## config.mk

```make
export PLATFORM = sky130hd
export DESIGN_NAME = aes_ctr_engine
export DESIGN_NICKNAME = d
export VERILOG_FILES = /design/src/rtl/aes_ctr_engine_pkg.sv /design/src/rtl/aes_ctr_engine_keystream_fifo.sv /design/src/rtl/aes_ctr_engine.sv
export SDC_FILE = /design/constraint.sdc
export NUM_CORES = 2
export LEC_CHECK = 0
export CAP_MARGIN = 20
export CORE_AREA = 2 2 455 457
export DETAILED_ROUTE_END_ITERATION = 12
export DIE_AREA = 0 0 457 459
export HOLD_SLACK_MARGIN = 0.15
export PLACE_DENSITY = 0.52
export SYNTH_ARGS = -nofsm -noshare
export SYNTH_HDL_FRONTEND = slang
export SYNTH_SLANG_ARGS = --single-unit
```

## constraint.sdc

```tcl
create_clock -name clk -period 10.7 [get_ports clk]
set_input_delay 1.605 -clock clk [delete_from_list [all_inputs] [get_ports clk]]
set_output_delay 1.605 -clock clk [all_outputs]
set_load 0.02 [all_outputs]
```

## src/rtl/aes_ctr_engine_pkg.sv

```systemverilog
// Shared widths and the counter-increment helper for the AES-CTR stage.
package aes_ctr_engine_pkg;

  localparam int AES_BLOCK_W = 128;
  localparam int AES_KEY_W   = 256;

  // Increment only the low ctr_bits of a counter block. The low field wraps
  // to zero and never carries into the fixed upper nonce bits.
  function automatic logic [AES_BLOCK_W-1:0] ctr_inc(input logic [AES_BLOCK_W-1:0] c,
                                                     input int ctr_bits);
    logic [AES_BLOCK_W-1:0] mask;
    if (ctr_bits >= AES_BLOCK_W) mask = '1;
    else                         mask = (AES_BLOCK_W'(1) << ctr_bits) - AES_BLOCK_W'(1);
    return (c & ~mask) | ((c + AES_BLOCK_W'(1)) & mask);
  endfunction

endpackage

```

## src/rtl/aes_ctr_engine_keystream_fifo.sv

```systemverilog
// Synchronous keystream buffer. Clear overrides push and pop in the same cycle.
module keystream_fifo #(
  parameter int DEPTH = 4,
  parameter int W     = 128
) (
  input  logic                     clk,
  input  logic                     rst_n,
  input  logic                     clear,
  input  logic                     push,
  input  logic                     pop,
  input  logic [W-1:0]             din,
  output logic [W-1:0]             dout,
  output logic [$clog2(DEPTH):0]   count,
  output logic                     empty,
  output logic                     full
);

  localparam int AW = $clog2(DEPTH);

  logic [W-1:0]  mem [DEPTH];
  logic [AW-1:0] wr_ptr;
  logic [AW-1:0] rd_ptr;

  // Storage write; entries need no reset because count tracks validity.
  always_ff @(posedge clk) begin
    if (push && !clear) mem[wr_ptr] <= din;
  end

  // Pointers and occupancy; clear empties the buffer regardless of push/pop.
  always_ff @(posedge clk or negedge rst_n) begin
    if (!rst_n) begin
      wr_ptr <= '0;
      rd_ptr <= '0;
      count  <= '0;
    end else if (clear) begin
      wr_ptr <= '0;
      rd_ptr <= '0;
      count  <= '0;
    end else begin
      if (push) wr_ptr <= wr_ptr + AW'(1);
      if (pop)  rd_ptr <= rd_ptr + AW'(1);
      count <= count + (AW+1)'(push) - (AW+1)'(pop);
    end
  end

  assign dout  = mem[rd_ptr];
  assign empty = (count == '0);
  assign full  = (count == (AW+1)'(DEPTH));

endmodule

```

## src/rtl/aes_ctr_engine.sv

```systemverilog
// AES-CTR stage: issues counter blocks to a cipher core, buffers keystream,
// and XORs it onto plaintext blocks. A key or counter change flushes state.
module aes_ctr_engine
  import aes_ctr_engine_pkg::*;
#(
  parameter int KS_DEPTH = 4,
  parameter int CTR_BITS = 32
) (
  input  logic                   clk,
  input  logic                   rst_n,
  input  logic [AES_KEY_W-1:0]   key,
  input  logic [AES_BLOCK_W-1:0] ctr,
  input  logic                   in_valid,
  output logic                   in_ready,
  input  logic [AES_BLOCK_W-1:0] in_block,
  output logic                   out_valid,
  input  logic                   out_ready,
  output logic [AES_BLOCK_W-1:0] out_block,
  output logic                   fifo_empty,
  output logic [AES_KEY_W-1:0]   core_key,
  output logic                   core_valid,
  input  logic                   core_ready,
  output logic [AES_BLOCK_W-1:0] core_block,
  input  logic                   core_res_valid,
  input  logic [AES_BLOCK_W-1:0] core_res
);

  localparam int CW = $clog2(KS_DEPTH) + 1;

  logic [AES_KEY_W-1:0]   key_q;
  logic [AES_BLOCK_W-1:0] ctr_q;
  logic [AES_BLOCK_W-1:0] next_ctr;
  logic [AES_BLOCK_W-1:0] pend_blk;
  logic [CW-1:0]          outstanding, outstanding_n;
  logic [CW-1:0]          discard, discard_n;
  logic [CW-1:0]          ks_count;
  logic [CW:0]            credit_used;
  logic [AES_BLOCK_W-1:0] ks_head;
  logic                   active, pend, pend_stale, pend_stale_n;
  logic                   flush, can_issue, core_hs, accept;
  logic                   ks_push, ks_pop, ks_empty, ks_full;

  keystream_fifo #(.DEPTH(KS_DEPTH), .W(AES_BLOCK_W)) u_fifo (
    .clk   (clk),
    .rst_n (rst_n),
    .clear (flush),
    .push  (ks_push),
    .pop   (ks_pop),
    .din   (core_res),
    .dout  (ks_head),
    .count (ks_count),
    .empty (ks_empty),
    .full  (ks_full)
  );

  assign flush       = (key != key_q) || (ctr != ctr_q);
  assign credit_used = (CW+1)'(ks_count) + (CW+1)'(outstanding);
  // active keeps the request port quiet during and right at reset release.
  assign can_issue   = active && !pend && !flush && (discard == '0) &&
                       (credit_used < (CW+1)'(KS_DEPTH));
  assign core_valid  = pend || can_issue;
  assign core_block  = pend ? pend_blk : next_ctr;
  assign core_key    = key_q;
  assign core_hs     = core_valid && core_ready;

  assign in_ready    = !ks_empty && (!out_valid || out_ready) && !flush;
  assign accept      = in_valid && in_ready;
  assign ks_push     = core_res_valid && (discard == '0) && !flush;
  assign ks_pop      = accept;
  assign fifo_empty  = !out_valid;

  // Credit and discard bookkeeping. On a flush every request still in the
  // core (including one handed over this cycle) becomes a result to drop.
  always_comb begin
    outstanding_n = outstanding + CW'(core_hs) - CW'(core_res_valid);
    discard_n     = discard;
    if (flush) discard_n = outstanding_n;
    else       discard_n = discard + CW'(core_hs && pend_stale)
                                   - CW'(core_res_valid && (discard != '0));
    // A request held across a flush still completes; remember it is stale.
    pend_stale_n  = core_valid && !core_ready && (flush || (pend && pend_stale));
  end

  // Control state: shadows, counter, credits, held request.
  always_ff @(posedge clk or negedge rst_n) begin
    if (!rst_n) begin
      active      <= 1'b0;
      key_q       <= '0;
      ctr_q       <= '0;
      next_ctr    <= '0;
      outstanding <= '0;
      discard     <= '0;
      pend        <= 1'b0;
      pend_stale  <= 1'b0;
    end else begin
      active      <= 1'b1;
      outstanding <= outstanding_n;
      discard     <= discard_n;
      pend        <= core_valid && !core_ready;
      pend_stale  <= pend_stale_n;
      if (flush) begin
        key_q    <= key;
        ctr_q    <= ctr;
        next_ctr <= ctr;
      end else if (core_hs && !(pend && pend_stale)) begin
        next_ctr <= ctr_inc(core_block, CTR_BITS);
      end
    end
  end

  // Held request block; only meaningful while pend is set.
  always_ff @(posedge clk) begin
    pend_blk <= core_block;
  end

  // Output register: one-cycle XOR stage with valid/ready hold.
  always_ff @(posedge clk or negedge rst_n) begin
    if (!rst_n) begin
      out_valid <= 1'b0;
      out_block <= '0;
    end else if (accept) begin
      out_valid <= 1'b1;
      out_block <= in_block ^ ks_head;
    end else if (out_ready) begin
      out_valid <= 1'b0;
    end
  end

  a_no_overflow: assert property (@(posedge clk) disable iff (!rst_n)
                                  !(ks_push && ks_full && !ks_pop));

endmodule

```

==> results.yml <==
setup_path:
  timing.critical_path.fanout_max: 50
  start_kind: "input pin"
  cp-startpoint: "ctr[118]"
  worstSetupPathType: "in2out"
  critPathArrivalTime_ns: 6.24
  critical_path.slowest_cell: "nor4_1"
  path_delay_family: "simple AND/OR/NAND/NOR gates"
  cp_cell_sequence: "clkdlybuf4s50_1 > xor2_1 > nor4_1 > nand4_1 > nor4_1 > buf_2 > nand4_1 > or2_4 > o21bai_1 > clkdlybuf4s50_1"
  cp.required_ns: 9.10
  cpPeakStageDelay_ns: 0.75
  r2r-start: "core_key[20]$_DFFE_PN0P_"
  crit_buf_inv: 3
  end_kind: "primary output"
placement:
  place_congestion: 0.910
  numPortBuffers: 1161
  pre_cts_slack_ns: 2.69
  dp_hpwl_um: 143000
sta:
  layout_setup_ws_ns: 2.85
  fmax_mhz: 127
  final_max_slew_viol_count: 0
  finalClockSkew_ns: 0.0351
  fin_tns_setup_ns: 0
  rsz0062_at_grt: "false"
  hold_viol_final: 0
  timing.hold.ws_ns: 0.484
  relSlewSlack: 0.305
  post-route-min-period_ns: 7.85
  tightest_slew_ns: 1.03
  period_share: 0.733
  finalSetupViolations: 0
finish:
  nNetsFinal: 4928
  drive_gt1_frac: 0.152
  synthToLayoutAreaGrowth_pct: 36.6
yosys:
  synth_cell_types: 50
  postSynthAreaPerCell_sq_um: 15.1
  synth_cells: 3396
  syn_area_sq_um: 51100
  synth_edf_count: 512
  dominantRegCellSynth: "dfrtp_1"
  ys_seq_elements: 1297
  yosysSeqAreaShare: 0.672
  synthArstFlopShare: 0.507
  ys_warn_count: 0
  synth_nets: 4058
routing:
  wl_per_cell_um: 26.4
  via_count: 30253
  drt_pre_antenna_iters: 5
  post_drt_via_cell_ratio: 4.25
  drtIter0Drc: 1692
  drc_errors: 0
  routed_wl_um: 188000
  ant_nets: 0
clocking:
  clk_path_buf_depth: 3
  cts_buffers: 153
  cts.sinks: 1297
  path_clk_slew_ns: 0.06
  cts_hold_buf: 0
  root_buffer: "clkbuf_16"
  insertion_delay_ns: 0.81
  post_cts_buffers: 0
  cts-resized-gates: 0
  cts_tree: "built"
  h-tree-depth: 4
grt:
  grt_pass1_vias: 32161
  grt_pass1_wl_um: 258000
  grt_antenna_before_repair: 103
  grt_max_degree: 156
  overflow: 0
  grt_usage: 0.175
power:
  power_density_nw_per_um2: 166
  leakage_nw: 26.5
  ir_drop_v: 0.000153
floorplanning:
  io_pins: 1162
  rows: 167
  die_w_um: 457
  dieArea_sq_um: 210000
  die_h_um: 459
  start_util: 0.249
  core-area_sq_um: 206000
status:
  status: "completed"
worst_hold_path:
  hp-class: "reg2reg"
  min-delay-start: "pend_blk[84]$_DFF_P_"
job:
  drv_cap: 0
[metal layers]
metal	routed length (um)	GRT usage
met4	5540	0.0537
met5	512	0
met1	70300	0.194
met3	16500	0.0723
met2	95100	0.306
[state kept, by name, indices dropped and copies added, names as in the netlist, 3 cells and up]
signal / cells
u_fifo.mem: 512
core_key: 256
ctr_q: 128
next_ctr: 128
out_block: 128
pend_blk: 128
discard: 3
outstanding: 3
u_fifo.count: 3
[per-stage QoR]
| stage | util | cell area, sq um | cells | total power, mW |
|---|---|---|---|---|
| final | 0.340 | 69800 | 7126 | 11.6 |
| after global placement | 0.315 | 64700 | 6813 | 6.50 |
| after floorplan | - | 51100 | 3396 | 5.85 |
| after detailed placement | 0.315 | 64700 | 6815 | 6.51 |
| after CTS | 0.339 | 69800 | 7100 | 11.8 |
| after global routing | 0.339 | 69800 | 7114 | 12.1 |
[kinds of logic after synthesis]
kind of cell / synth area share
flops: 0.672
xor+xnor: 0.0939
buf+inv: 0.0405
mux: 0.135
simple gates: 0.0363
compound gates: 0.0174
fa+ha+maj: 0.00436
other cells: 0.0000734
[worst reg2reg max path, cell delays in order, from the launching register on]
cell     delay [ns]
dfrtp_1        0.39
xor2_1         0.16
nor4_1         0.73
nand4_1        0.54
nor4_1         0.53
buf_2          0.25
nand4_1        0.27
or2_4          0.55
nor2b_1        0.42
and2_4         0.63
buf_12         0.55
[cells in the final DEF (no fill, tap or decap), types with 28 or more instances in the layout]
master           count
o21ai_0            115
clkdlybuf4s50_1   1160
mux2_2             245
mux2i_1            119
edfxtp_1           512
nand4_1             31
clkbuf_1            50
clkbuf_16          158
inv_1               30
xor2_1             522
nor2_1              31
dfxtp_1            128
mux4_2             128
nor4_1             101
dfrtp_1            654
buf_4               28
nand2_1            140
[synth_stat cells, types with 14 or more instances]
library cell	count	area, sq um
o21ai_0	115	576
nand4_1	31	194
dfrtp_1	657	16400
mux4_2	128	2880
mux2_2	245	2760
xor2_1	522	4570
mux2i_1	119	1190
buf_1	18	67.6
dfxtp_1	128	2560
edfxtp_1	512	15400
nor2_1	32	120
nor4_1	105	657
a21oi_1	20	100
nand2_1	140	526
xnor2_1	26	228
clkbuf_1	425	1600
buf_4	18	135
buf_2	23	115
inv_1	30	113
o21ai_1	14	70.1
[final cells by class]
class                           count  area, sq um
Fill cell                       20168       136000
Sequential cell                  1297        34400
Multi-Input combinational cell   1581        14700
Timing Repair Buffer             1203        12100
Clock buffer                      229         4430
Tap cell                         2704         3380
Clock inverter                     56          607
Inverter                           30          113
Antenna cell                       26         65.1
[worst paths after layout]
kind / endpoint / slack (ns) / depth (start not counted)
worst max-delay path: core_valid / 2.85 / 10
worst min-delay path: pend_blk[84]$_DFF_P_ / 0.48 / 1
worst max register to register: u_fifo.mem[0][113]$_DFFE_PP_ / 5.10 / 10
worst min register to register: pend_blk[84]$_DFF_P_ / 0.48 / 1
max in group asynchronous: ctr_q[47]$_DFFE_PN0P_ / 7.73 / 3
min in group asynchronous: out_block[50]$_DFFE_PN0P_ / 0.80 / 1
[power by group]
part | leakage [nW] | internal [mW] | switching (mW)
logic | 10.4 | 0.487 | 0.520
registers | 13.7 | 5.31 | 0.0840
clock network | 2.46 | 3.05 | 2.16
Power figures use the tool's default switching activity.
